$ cat src/rtl/divider_8bit_seq_pkg.sv
// -----------------------------------------------------------------------------
// divider_8bit_seq_pkg
//   Shared ALU definitions for the sequential divider: default operand width
//   and the divider FSM state encodings.
//   Ports: none (package).
// -----------------------------------------------------------------------------
package divider_8bit_seq_pkg;

  // Default ALU operand width.
  localparam int DATA_W = 8;

  // Divider FSM state encodings.
  localparam logic [1:0] DIV_S_IDLE = 2'd0;
  localparam logic [1:0] DIV_S_RUN  = 2'd1;
  localparam logic [1:0] DIV_S_DONE = 2'd2;

endpackage : divider_8bit_seq_pkg

$ cat src/rtl/divider_step.sv
// -----------------------------------------------------------------------------
// divider_step
//   One combinational restoring-division step: shift the next dividend bit
//   into the partial remainder and subtract the divisor if it fits.
//   Ports:
//     i_rem_acc   [WIDTH-1:0]  current partial remainder (always < i_dvsr)
//     i_q_msb                  dividend bit shifted in this step
//     i_dvsr      [WIDTH-1:0]  divisor (non-zero)
//     o_rem_next  [WIDTH-1:0]  partial remainder after this step
//     o_q_bit                  quotient bit produced by this step
// -----------------------------------------------------------------------------
module divider_step
  import divider_8bit_seq_pkg::*;
#(
  parameter int WIDTH = DATA_W
) (
  input  logic [WIDTH-1:0] i_rem_acc,
  input  logic             i_q_msb,
  input  logic [WIDTH-1:0] i_dvsr,
  output logic [WIDTH-1:0] o_rem_next,
  output logic             o_q_bit
);

  logic [WIDTH:0] w_shifted;
  logic [WIDTH:0] w_diff;

  assign w_shifted = {i_rem_acc, i_q_msb};
  // The shifted remainder is below 2*divisor, so a WIDTH+1 bit difference is
  // exact and its top bit is the sign.
  assign w_diff    = w_shifted - {1'b0, i_dvsr};

  assign o_q_bit    = ~w_diff[WIDTH];
  assign o_rem_next = o_q_bit ? w_diff[WIDTH-1:0] : w_shifted[WIDTH-1:0];

endmodule : divider_step

$ cat src/rtl/divider_8bit_seq.sv
// -----------------------------------------------------------------------------
// divider_8bit_seq
//   Iterative unsigned restoring divider, one quotient bit per clock.
//   Accept edge loads the operands; WIDTH iteration edges follow; done pulses
//   for one cycle with quotient/remainder valid. Divide-by-zero completes in
//   one edge with quotient all ones, remainder = dividend, div_by_zero = 1.
//   Ports:
//     clk, rst                  clock, synchronous active-high reset
//     start                     request, sampled only while busy = 0
//     dividend, divisor [W]     operands, sampled on the accepting edge
//     busy                      division in progress
//     done                      one-cycle completion pulse
//     quotient, remainder [W]   results, held until the next completion
//     div_by_zero               divisor was zero, held like quotient
// -----------------------------------------------------------------------------
module divider_8bit_seq
  import divider_8bit_seq_pkg::*;
#(
  parameter int WIDTH = DATA_W
) (
  input  logic             clk,
  input  logic             rst,
  input  logic             start,
  input  logic [WIDTH-1:0] dividend,
  input  logic [WIDTH-1:0] divisor,
  output logic             busy,
  output logic             done,
  output logic [WIDTH-1:0] quotient,
  output logic [WIDTH-1:0] remainder,
  output logic             div_by_zero
);

  localparam int              CNT_W    = $clog2(WIDTH);
  localparam logic [CNT_W-1:0] CNT_LAST = CNT_W'(WIDTH - 1);

  logic [1:0]       r_state;
  logic [WIDTH-1:0] r_rem_acc;
  logic [WIDTH-1:0] r_q_acc;
  logic [WIDTH-1:0] r_dvsr;
  logic [CNT_W-1:0] r_cnt;
  logic [WIDTH-1:0] r_quotient;
  logic [WIDTH-1:0] r_remainder;
  logic             r_div_by_zero;

  logic [WIDTH-1:0] w_rem_next;
  logic             w_q_bit;
  logic [WIDTH-1:0] w_q_next;

  divider_step #(
    .WIDTH (WIDTH)
  ) u_step (
    .i_rem_acc  (r_rem_acc),
    .i_q_msb    (r_q_acc[WIDTH-1]),
    .i_dvsr     (r_dvsr),
    .o_rem_next (w_rem_next),
    .o_q_bit    (w_q_bit)
  );

  // q_acc doubles as the dividend shift register: its MSB feeds the step while
  // the new quotient bit enters at the LSB.
  assign w_q_next = {r_q_acc[WIDTH-2:0], w_q_bit};

  always_ff @(posedge clk) begin
    if (rst) begin
      r_state       <= DIV_S_IDLE;
      r_rem_acc     <= '0;
      r_q_acc       <= '0;
      r_dvsr        <= '0;
      r_cnt         <= '0;
      r_quotient    <= '0;
      r_remainder   <= '0;
      r_div_by_zero <= 1'b0;
    end else begin
      case (r_state)
        DIV_S_RUN: begin
          r_rem_acc <= w_rem_next;
          r_q_acc   <= w_q_next;
          if (r_cnt == '0) begin
            r_quotient    <= w_q_next;
            r_remainder   <= w_rem_next;
            r_div_by_zero <= 1'b0;
            r_state       <= DIV_S_DONE;
          end else begin
            r_cnt <= r_cnt - 1'b1;
          end
        end
        // IDLE and DONE behave identically: DONE only exists to raise done
        // for one cycle while still accepting a new request.
        default: begin
          if (start) begin
            if (divisor != '0) begin
              r_rem_acc <= '0;
              r_q_acc   <= dividend;
              r_dvsr    <= divisor;
              r_cnt     <= CNT_LAST;
              r_state   <= DIV_S_RUN;
            end else begin
              r_quotient    <= '1;
              r_remainder   <= dividend;
              r_div_by_zero <= 1'b1;
              r_state       <= DIV_S_DONE;
            end
          end else begin
            r_state <= DIV_S_IDLE;
          end
        end
      endcase
    end
  end

  assign busy        = (r_state == DIV_S_RUN);
  assign done        = (r_state == DIV_S_DONE);
  assign quotient    = r_quotient;
  assign remainder   = r_remainder;
  assign div_by_zero = r_div_by_zero;

endmodule : divider_8bit_seq
$ cat config.mk
export PLATFORM = sky130hd
export DESIGN_NAME = divider_8bit_seq
export DESIGN_NICKNAME = d
export VERILOG_FILES = /design/src/rtl/divider_8bit_seq_pkg.sv /design/src/rtl/divider_step.sv /design/src/rtl/divider_8bit_seq.sv
export SDC_FILE = /design/constraint.sdc
export NUM_CORES = 1
export LEC_CHECK = 0
export ABC_AREA = 1
export BUFFER_PORTS_ARGS = -buffer_cell sky130_fd_sc_hd__buf_2
export CAP_MARGIN = 10
export CORE_MARGIN = 1.5
export CORE_UTILIZATION = 57
export DETAILED_ROUTE_END_ITERATION = 10
export HOLD_SLACK_MARGIN = 0.1
export PLACE_DENSITY = 0.8
export SLEW_MARGIN = 25
export SYNTH_ARGS = -nofsm -noshare
export SYNTH_HDL_FRONTEND = slang
export SYNTH_SLANG_ARGS = --single-unit
$ cat constraint.sdc
create_clock -name clk -period 2.25 [get_ports clk]
set_clock_uncertainty 0.1 [all_clocks]
set_input_delay 0.225 -clock clk [delete_from_list [all_inputs] [get_ports clk]]
set_output_delay 0.225 -clock clk [all_outputs]
set_load 0.03 [all_outputs]
==> results of run 1 <==
kinds of logic (layout without fill, tap and decap cells):
family | Yosys count | in the layout
AND/OR/NAND/NOR | 159 | 159
flip-flops | 46 | 46
adder cells (fa/ha/maj) | 11 | 11
AO/OA/AOI/OAI | 62 | 62
XOR/XNOR | 3 | 3
buffers and inverters | 86 | 130
registers in the layout, summed over array words and instances, names as in the netlist:
| name | flops |
|---|---|
| r_state | 2 |
| r_cnt | 3 |
| quotient | 8 |
| div_by_zero | 1 |
| remainder | 8 |
| r_q_acc | 8 |
| r_dvsr | 8 |
| r_rem_acc | 8 |
Yosys cell counts, types with 4 or more instances:
cell type  number
o21ai_0        29
clkinv_1        8
buf_2           4
nor4_1          5
nand2_4         4
inv_2           5
nor2_1         25
ha_1           10
nand2_1        71
dfxtp_1        46
inv_1          61
nand3_1        39
a21oi_1        18
o21ai_1         9
clkbuf_1        4
nor3_1          5
layout make-up:
type,instances,area (um^2),area share
multi-input cells,235,1279,0.4355
flip-flops and latches,46,920.9,0.3136
inverters,75,284.0,0.09672
repair buffers,47,277.8,0.09459
clock buffers,6,72.57,0.02471
well taps,52,65.06,0.02216
clock inverters,2,37.54,0.01278
layer usage:
| layer | part of all wire | global-route usage | vias up |
|---|---|---|---|
| li1 | - | - | 1258 |
| met1 | 0.47 | 0.3367 | 1056 |
| met2 | 0.45 | 0.3862 | 79 |
| met3 | 0.063 | 0.05233 | 13 |
| met4 | 0.023 | 0.1026 | 0 |
| met5 | 0 | 0 | - |
metrics by stage:
step	instances	cell area (um^2)	setup TNS, ns	hold slack (ns)	setup WS [ns]
2_1_floorplan	367	2545	0	0.2818	0.4054
3_3_place_gp	448	2756	0	0.3384	0.2707
5_1_grt	463	2937	-0.1243	0.1353	-0.02970
6_report	463	2937	0	0.1101	0.1729
3_5_place_dp	448	2756	0	0.3421	0.2105
4_1_cts	463	2937	0	0.1015	0.1956
what timing repair did:
item,in CTS,in global routing
hold endpoints to repair,7,0
hold buffers,7,0
setup endpoints to repair,0,7
power by group through the flow:
stage / clock, mW / sequential [mW] / combinational, mW
after floorplan: 0 / 0.998 / 0.473
after global placement: 0 / 0.957 / 0.648
after detailed placement: 0 / 0.959 / 0.663
after CTS: 0.631 / 0.941 / 0.676
after global routing: 0.664 / 0.951 / 0.776
final: 0.614 / 0.942 / 0.677
worst reg2reg max path, stage by stage, from the launching register on:
cell,delay [ns]
dfxtp_1,0.34
inv_1,0.06
ha_1,0.13
inv_1,0.06
fa_1,0.40
nand2_1,0.08
nand2_1,0.10
nand3_2,0.10
nand2_1,0.07
nand2_1,0.08
nand2_2,0.11
nand3_1,0.15
nand3_1,0.10
nand2_1,0.07
inv_1,0.03
worst paths after layout:
path / slack, ns / cells after the start / to / start
min reg2reg: 0.36 / 2 / quotient[7]$_SDFFE_PP0P_ / quotient[7]$_SDFFE_PP0P_
min: 0.11 / 3 / r_dvsr[1]$_SDFFE_PP0P_ / divisor[1]
max reg2reg: 0.17 / 14 / remainder[7]$_SDFFE_PP0P_ / r_q_acc[7]$_SDFFE_PP0P_
max: 0.17 / 14 / remainder[7]$_SDFFE_PP0P_ / r_q_acc[7]$_SDFFE_PP0P_
==> impl_metrics.tcl, run 1 <==
set metrics [dict create \
    synth_largest_area_cell "dfxtp_1" \
    cp_common_cell "nand2_1" \
    rows 24 \
    dp_hpwl_mm 4.090 \
    power.share.switching 0.3478 \
    vias 2406 \
    floorplan.initialDensity 0.5885 \
    timing_worst_setup_path_type "reg -> reg" \
    detailedRoute.firstPassIterationCount 5 \
    post_drt_wl_per_cell_um 11.99 \
    rsz0062_at_grt "true" \
    basic_gate_share_of_the_synthesized_area_counting_and_or_nand_and_nor_cells 0.3073 \
    design.final.nets 440 \
    tritoncts.num_buffers 5 \
    htreeDepth 2 \
    cts.root.buffer_cell "clkbuf_8" \
    post_synth_main_area_contributors "dfxtp_1, nand2_1, inv_1" \
    ioPinCount 38 \
    chipHeight_um 69.82 \
    worstPathMaxFanout 9 \
    num-fill-cells 397 \
    overflow_left_after_global_routing 0 \
    synth_area_in_compound_gates 0.1278 \
    antenna-diode-count 0 \
    postSynth.topFlopCell "dfxtp_1" \
    number_of_synthesized_register_bits 46 \
    floorplan.die.width_um 69.82 \
    synth.yosys.seq_area_share 0.3618 \
    detail_route.wirelength_mm 5.553 \
    period_share 0.9231 \
    tritoncts_num_sinks 46 \
    cts_post_setup_buffers_inserted 0 \
    area_delta_synth_final_pct 15.39 \
    post_synthesis_xor_xnor_area_fraction 0.01032 \
    synthesis.area_um2 2545 \
    syn-num-nets 397 \
    final_layout_size_suffix_gt1_frac 0.1655 \
    clock_insertion_delay_worst_skew_ns 0.30 \
    syn-mean-instance-area_um2 6.934 \
    worst_path_dominant_cell_family "simple AND/OR/NAND/NOR gates" \
    die_area_um2 4875 \
    combinational_family_with_the_most_area_after_synthesis "simple AND/OR/NAND/NOR gates" \
    fmax_mhz 481.4 \
    layout_common_cells "nand2_1, inv_1, dfxtp_1" \
    timing_worst_slew_pin_value_ns 0.6137 \
    core_area_um2 4324 \
    outcome "complete, no violations" \
    first_global_vias 2260 \
    worst-path-buf-inv 3 \
    period_needed_ns 2.077 \
    synth_fa_ha_area_frac 0.05703 \
    synth.area.mux_share 0 \
    critical-path-slowest-cell "fa_1" \
    global_route_wire_length_before_repair_mm 9.804 \
    critical_path_required_ns 2.36 \
    worst_setup_path_end_kind "flip-flop" \
    fin_total_pwr_mw 2.233 \
    final_report_max_slew_violation_count 0 \
    part_of_the_total_power_dissipated_in_combinational_logic 0.303 \
    detail_route.iter0.violations 161 \
    finalCoreUtilization 0.6791 \
    initial_antenna_violation_count 0 \
    synth_warnings 0 \
    crit_chain "inv_1, ha_1, inv_1, fa_1, nand2_1, nand2_1, nand3_2, nand2_1, nand2_1, nand2_2, nand3_1, nand3_1, nand2_1, inv_1" \
    cts.path.max_buffers 2 \
    timing.critical_path.slowest_cell_delay_ns 0.40 \
    detail_route.drc_violations 0 \
    port-buffer-count 37 \
    max-cap-violations 0 \
    netSwitchingPower_mw 0.7767 \
    mostFrequentLayoutCell "nand2_1" \
    internal_power_mw 1.456 \
    p_leak_nw 1.584 \
    clock_tree_from_tritoncts "done" \
    synth_largest_type_area_fraction 0.3618 \
    grt_util_all_layers 0.2486 \
    clock_power_share 0.275 \
    final_antenna_net_count 0 \
    kind_of_start_point_of_the_critical_path "flip-flop" \
    post_cts_resized 0 \
    synth_cells 367 \
    routed_via_density 5.197 \
    setup-violations-final 0 \
    ys_types 33 \
    place_congestion 0.8737 \
    final-hold-violation-count 0 \
    async_reset_ff_frac 0 \
    synth_enable_flop_cells 0 \
    cellPowerDensity_nw_per_um2 760.4 \
    power.ir.vdd_worst_v 0.0004323 \
    grt_start_max_net_pins 28 \
    clk_pin_slew_worst_paths_ns 0.09 \
    hold_class "in -> reg" \
    crit_arrival_ns 2.19 \
    maxSlewHeadroom 0.5895 \
    seqPwrFrac 0.422 \
]
Power figures use the tool's default switching activity.
==> inputs of run 2 (changes only) <==
- CORE_MARGIN: 1.5 -> 1
==> impl_metrics.tcl, run 2 (synthesis results as in run 1) <==
set metrics [dict create \
    timing.hold.worst_endpoint "r_dvsr[1]$_SDFFE_PP0P_" \
    global_route_wire_length_before_repair_mm 9.094 \
    setup_slack_ns 0.1532 \
    chipHeight_um 68.82 \
    clock_tree_from_tritoncts "done" \
    critical-path-slowest-cell "fa_1" \
    fin_total_pwr_mw 2.143 \
    detailedRoute.firstPassIterationCount 4 \
    floorplan.die.width_um 68.82 \
    clk_pin_slew_worst_paths_ns 0.09 \
    crit_chain "inv_1, ha_1, inv_1, fa_1, nand2_1, nand2_1, nand3_2, nand2_1, nand2_1, nand2_4, nand3_1, nand3_1, nand2_1, inv_1" \
    timing_worst_slew_pin_value_ns 0.6027 \
    timing.reg2reg.setup_slack_ns 0.15 \
    setup-violations-final 0 \
    hold_class "in -> reg" \
    rr_worst_depth 14 \
    worstPathMaxFanout 9 \
    post_drt_wl_per_cell_um 12.55 \
    timing.rr.end "r_rem_acc[2]$_SDFFE_PP0P_" \
    critical_path_required_ns 2.36 \
    cellPowerDensity_nw_per_um2 736.3 \
    mostFrequentLayoutCell "nand2_1" \
    power.ir.vdd_worst_v 0.0003894 \
    finalCoreUtilization 0.7023 \
    final-hold-violation-count 0 \
    antenna-diode-count 0 \
    clock_insertion_delay_worst_skew_ns 0.30 \
    tritoncts_num_sinks 46 \
    r2r-start "r_q_acc[7]$_SDFFE_PP0P_" \
    detail_route.iter0.violations 172 \
    area_delta_synth_final_pct 14.36 \
    floorplan.initialDensity 0.6141 \
    die_area_um2 4736 \
    worst-path-buf-inv 3 \
    grt_util_all_layers 0.2611 \
    worst_setup_path_end_kind "flip-flop" \
    worst_path_dominant_cell_family "simple AND/OR/NAND/NOR gates" \
    timing.critical_path.slowest_cell_delay_ns 0.40 \
    outcome "complete, no violations" \
    overflow_left_after_global_routing 0 \
    grt_start_max_net_pins 28 \
    first_global_vias 2071 \
    period_needed_ns 2.097 \
    period_share 0.9319 \
    dp_hpwl_mm 4.179 \
    core_area_um2 4144 \
    timing.hold.worst.start "divisor[1]" \
    fmax_mhz 476.9 \
    final_layout_size_suffix_gt1_frac 0.1683 \
    place_ws_ns 0.1945 \
    post_route_non_filler_standard_cell_count 460 \
    cts.path.max_buffers 2 \
    vias 2430 \
    final_report_max_slew_violation_count 0 \
    initial_antenna_violation_count 0 \
    dpl.cell_count 446 \
    cp.depth 14 \
    htreeDepth 2 \
    port-buffer-count 37 \
    detail_route.drc_violations 0 \
    layout_common_cells "nand2_1, inv_1, dfxtp_1" \
    setup_total_negative_slack_ns 0 \
    rows 23 \
    design.final.nets 439 \
    kind_of_start_point_of_the_critical_path "flip-flop" \
    maxSlewHeadroom 0.5978 \
    detail_route.wirelength_mm 5.775 \
    p_leak_nw 1.575 \
    whs_path_depth 3 \
    max-cap-violations 0 \
    routed_via_density 5.283 \
    cp_common_cell "nand2_1" \
    tritoncts.num_buffers 5 \
    ioPinCount 38 \
    cts.root.buffer_cell "clkbuf_8" \
    timing_worst_setup_path_type "reg -> reg" \
    final_antenna_net_count 0 \
    place_congestion 0.8770 \
    crit_arrival_ns 2.21 \
]
-- run 2: what timing repair did --
action | 4_1_cts | 5_1_grt
hold buffers | 6 | 0
setup buffers | 0 | 0
hold endpoints to repair | 6 | 0
endpoints found under the setup margin | 0 | 4
gates resized for setup | 0 | 2
-- run 2: how the worst max path moves through the flow --
stage / end / startpoint / slack (ns)
after CTS: r_rem_acc[2]$_SDFFE_PP0P_ / r_q_acc[7]$_SDFFE_PP0P_ / 0.18
after detailed placement: r_rem_acc[2]$_SDFFE_PP0P_ / r_q_acc[7]$_SDFFE_PP0P_ / 0.19
after global placement: r_rem_acc[2]$_SDFFE_PP0P_ / r_q_acc[7]$_SDFFE_PP0P_ / 0.29
final: r_rem_acc[2]$_SDFFE_PP0P_ / r_q_acc[7]$_SDFFE_PP0P_ / 0.15
after floorplan: r_rem_acc[7]$_SDFFE_PP0P_ / r_q_acc[7]$_SDFFE_PP0P_ / 0.41
after global routing: r_rem_acc[1]$_SDFFE_PP0P_ / r_q_acc[7]$_SDFFE_PP0P_ / -0.03
-- run 2: area by class of cell --
type                    count  area, um^2
fillers                   366        1234
clock buffers               6       72.57
repair buffers             46       267.8
flip-flops and latches     46       920.9
multi-input cells         235        1289
well taps                  50       62.56
inverters                  75       284.0
clock inverters             2       13.76
-- run 2: where the power goes --
part | internal [mW] | total (mW) | switching, mW
clock | 0.220 | 0.509 | 0.289
sequential | 0.892 | 0.943 | 0.0506
combinational | 0.234 | 0.691 | 0.457
-- run 2: per-stage QoR --
stage          hold WS [ns]  cell area (um^2)
2_1_floorplan        0.2818              2545
3_3_place_gp         0.3378              2754
3_5_place_dp         0.3398              2754
4_1_cts              0.1006              2900
5_1_grt              0.1067              2910
6_report            0.09780              2910
-- run 2: worst min-delay path: stages --
cell and delay [ns]:
buf_2 0.07, inv_1 0.06, a21oi_1 0.11
-- run 2: routing by layer --
layer | vias up | wire length [um] | track usage
met4 | 0 | 105 | 0.09694
met3 | 12 | 376 | 0.05099
li1 | 1243 | - | -
met2 | 87 | 2607 | 0.4142
met5 | - | 0 | 0
met1 | 1088 | 2685 | 0.3493
==> inputs of run 3 (changes only) <==
- CORE_UTILIZATION: 57 -> 25
- PLACE_DENSITY: 0.8 -> not set
- REMOVE_ABC_BUFFERS: not set -> 1
==> impl_metrics.tcl, run 3 (synthesis results as in run 1) <==
set metrics [dict create \
    fmax_mhz 494.0 \
    place_congestion 0.7935 \
    ioPinCount 38 \
    timing.reg2reg.setup_slack_ns 0.23 \
    cts.root.buffer_cell "clkbuf_8" \
    sequential_cell_area_um2 920.9 \
    period_share 0.8998 \
    clock_power_share 0.278 \
    timing_worst_setup_path_type "reg -> reg" \
    power.share.switching 0.3552 \
    period_needed_ns 2.024 \
    chipHeight_um 102.9 \
    rr_worst_depth 14 \
    rsz0062_at_grt "false" \
    internal_power_mw 1.462 \
    clock_insertion_delay_worst_skew_ns 0.31 \
    detailedRoute.firstPassIterationCount 4 \
    crit_arrival_ns 2.13 \
    detail_route.wirelength_mm 6.037 \
    overflow_left_after_global_routing 0 \
    critical_path_required_ns 2.36 \
    global_route_wire_length_before_repair_mm 10.45 \
    num-fill-cells 1096 \
    worst_setup_path_end_kind "flip-flop" \
    final-hold-violation-count 0 \
    detail_route.iter0.violations 191 \
    power.ir.vdd_worst_v 0.0003785 \
    routed_via_density 4.341 \
    post_route_non_filler_standard_cell_count 543 \
    multiInputGateArea_um2 1291 \
    crit_chain "inv_1, ha_1, inv_1, fa_2, nand2_1, nand2_1, nand3_2, nand2_1, nand2_2, nand2_4, nand3_1, nand3_1, nand2_1, inv_1" \
    core_area_um2 9819 \
    first_global_vias 2352 \
    grt_util_all_layers 0.1252 \
    netSwitchingPower_mw 0.8052 \
    floorplan.initialDensity 0.2592 \
    initial_antenna_violation_count 0 \
    htreeDepth 2 \
    die_area_um2 10590 \
    clock_tree_from_tritoncts "done" \
    timing.rr.end "remainder[7]$_SDFFE_PP0P_" \
    seqPwrFrac 0.416 \
    cts.path.max_buffers 2 \
    setup-violations-final 0 \
    max-cap-violations 0 \
    critical-path-slowest-cell "fa_2" \
    vias 2357 \
    cts_post_setup_buffers_inserted 0 \
    setup_total_negative_slack_ns 0 \
    rows 36 \
    critPathCapture "remainder[7]$_SDFFE_PP0P_" \
    antenna-diode-count 0 \
    tritoncts.num_buffers 5 \
    grt_start_max_net_pins 23 \
    p_leak_nw 1.589 \
    mostFrequentLayoutCell "nand2_1" \
    dpl.cell_count 530 \
    maxSlewHeadroom 0.6540 \
    design.final.nets 439 \
    part_of_the_total_power_dissipated_in_combinational_logic 0.306 \
    floorplan.die.width_um 102.9 \
    final_report_max_slew_violation_count 0 \
    timing_worst_slew_pin_value_ns 0.5184 \
    detail_route.drc_violations 0 \
    kind_of_start_point_of_the_critical_path "flip-flop" \
    outcome "complete, no violations" \
    post_drt_wl_per_cell_um 11.12 \
    clk_pin_slew_worst_paths_ns 0.10 \
    hold_class "in -> reg" \
    cellPowerDensity_nw_per_um2 745.6 \
    final_layout_size_suffix_gt1_frac 0.1780 \
    tritoncts_num_sinks 46 \
    critPathLaunch "r_q_acc[7]$_SDFFE_PP0P_" \
    port-buffer-count 37 \
    final_antenna_net_count 0 \
    layout_common_cells "nand2_1, inv_1, dfxtp_1" \
    timing.critical_path.slowest_cell_delay_ns 0.35 \
    r2r-start "r_q_acc[7]$_SDFFE_PP0P_" \
    worstPathMaxFanout 9 \
    cp_common_cell "nand2_1" \
    area_delta_synth_final_pct 19.47 \
    dp_hpwl_mm 4.630 \
]
-- run 3: changes by cell type in the layout (fill, tap and decap cells not counted), sizes merged --
cell,before,now
bufinv,0,1
clkbuf,6,5
inv,67,68
buf,40,41
dlygate4sd3,6,5
clkinv,10,9
-- run 3: layout make-up --
type,count,share of cell area
repair buffers,46,0.08724
multi-input cells,235,0.4247
clock buffers,5,0.02263
inverters,75,0.09342
flip-flops and latches,46,0.3029
well taps,133,0.05473
clock inverters,3,0.01440
-- run 3: worst max-delay path, delay by kind of cell, from the launching register on --
| kind | cells | cell delay, ns |
|---|---|---|
| simple gates | 9 | 0.84 |
| buf+inv | 3 | 0.16 |
| flops | 1 | 0.34 |
| fa+ha+maj | 2 | 0.48 |
-- run 3: worst min path at each step --
stage / from / endpoint / cells after the start
4_1_cts: divisor[7] / r_dvsr[7]$_SDFFE_PP0P_ / 3
3_3_place_gp: quotient[2]$_SDFFE_PP0P_ / quotient[2]$_SDFFE_PP0P_ / 2
6_report: divisor[7] / r_dvsr[7]$_SDFFE_PP0P_ / 3
5_1_grt: dividend[4] / r_q_acc[4]$_SDFFE_PP0P_ / 3
2_1_floorplan: rst / div_by_zero$_SDFFE_PP0P_ / 1
3_5_place_dp: quotient[3]$_SDFFE_PP0P_ / quotient[3]$_SDFFE_PP0P_ / 2
-- run 3: power by group through the flow --
stage          sequential (mW)  combinational, mW  clock [mW]
2_1_floorplan            0.998              0.455           0
3_3_place_gp             0.960              0.665           0
3_5_place_dp             0.961              0.675           0
4_1_cts                  0.943              0.687       0.650
5_1_grt                  0.953              0.796       0.681
6_report                 0.943              0.694       0.631
-- run 3: layer usage --
| metal | up-vias | GRT usage | wire [um] |
|---|---|---|---|
| met5 | - | 0 | 0 |
| met4 | 0 | 0.04334 | 132 |
| met3 | 13 | 0.02441 | 299 |
| met2 | 55 | 0.2087 | 2829 |
| met1 | 1035 | 0.1614 | 2776 |
| li1 | 1254 | - | - |
-- run 3: through the flow --
step	total power [mW]	utilization	setup WS [ns]	area (um^2)	hold slack [ns]
floorplan	1.454	-	0.3969	2484	0.1941
finish	2.267	0.3096	0.2255	3040	0.09523
CTS	2.280	0.3084	0.1569	3028	0.1016
detailed placement	1.637	0.2918	0.1822	2865	0.3456
global route	2.430	0.3096	0.01824	3040	0.1170
global placement	1.625	0.2918	0.2537	2865	0.3468
-- run 3: what timing repair did --
action | CTS | global route
setup endpoints to repair | 0 | 16
hold buffers | 5 | 0
resized for setup | 0 | 4
endpoints found under the hold margin | 5 | 0
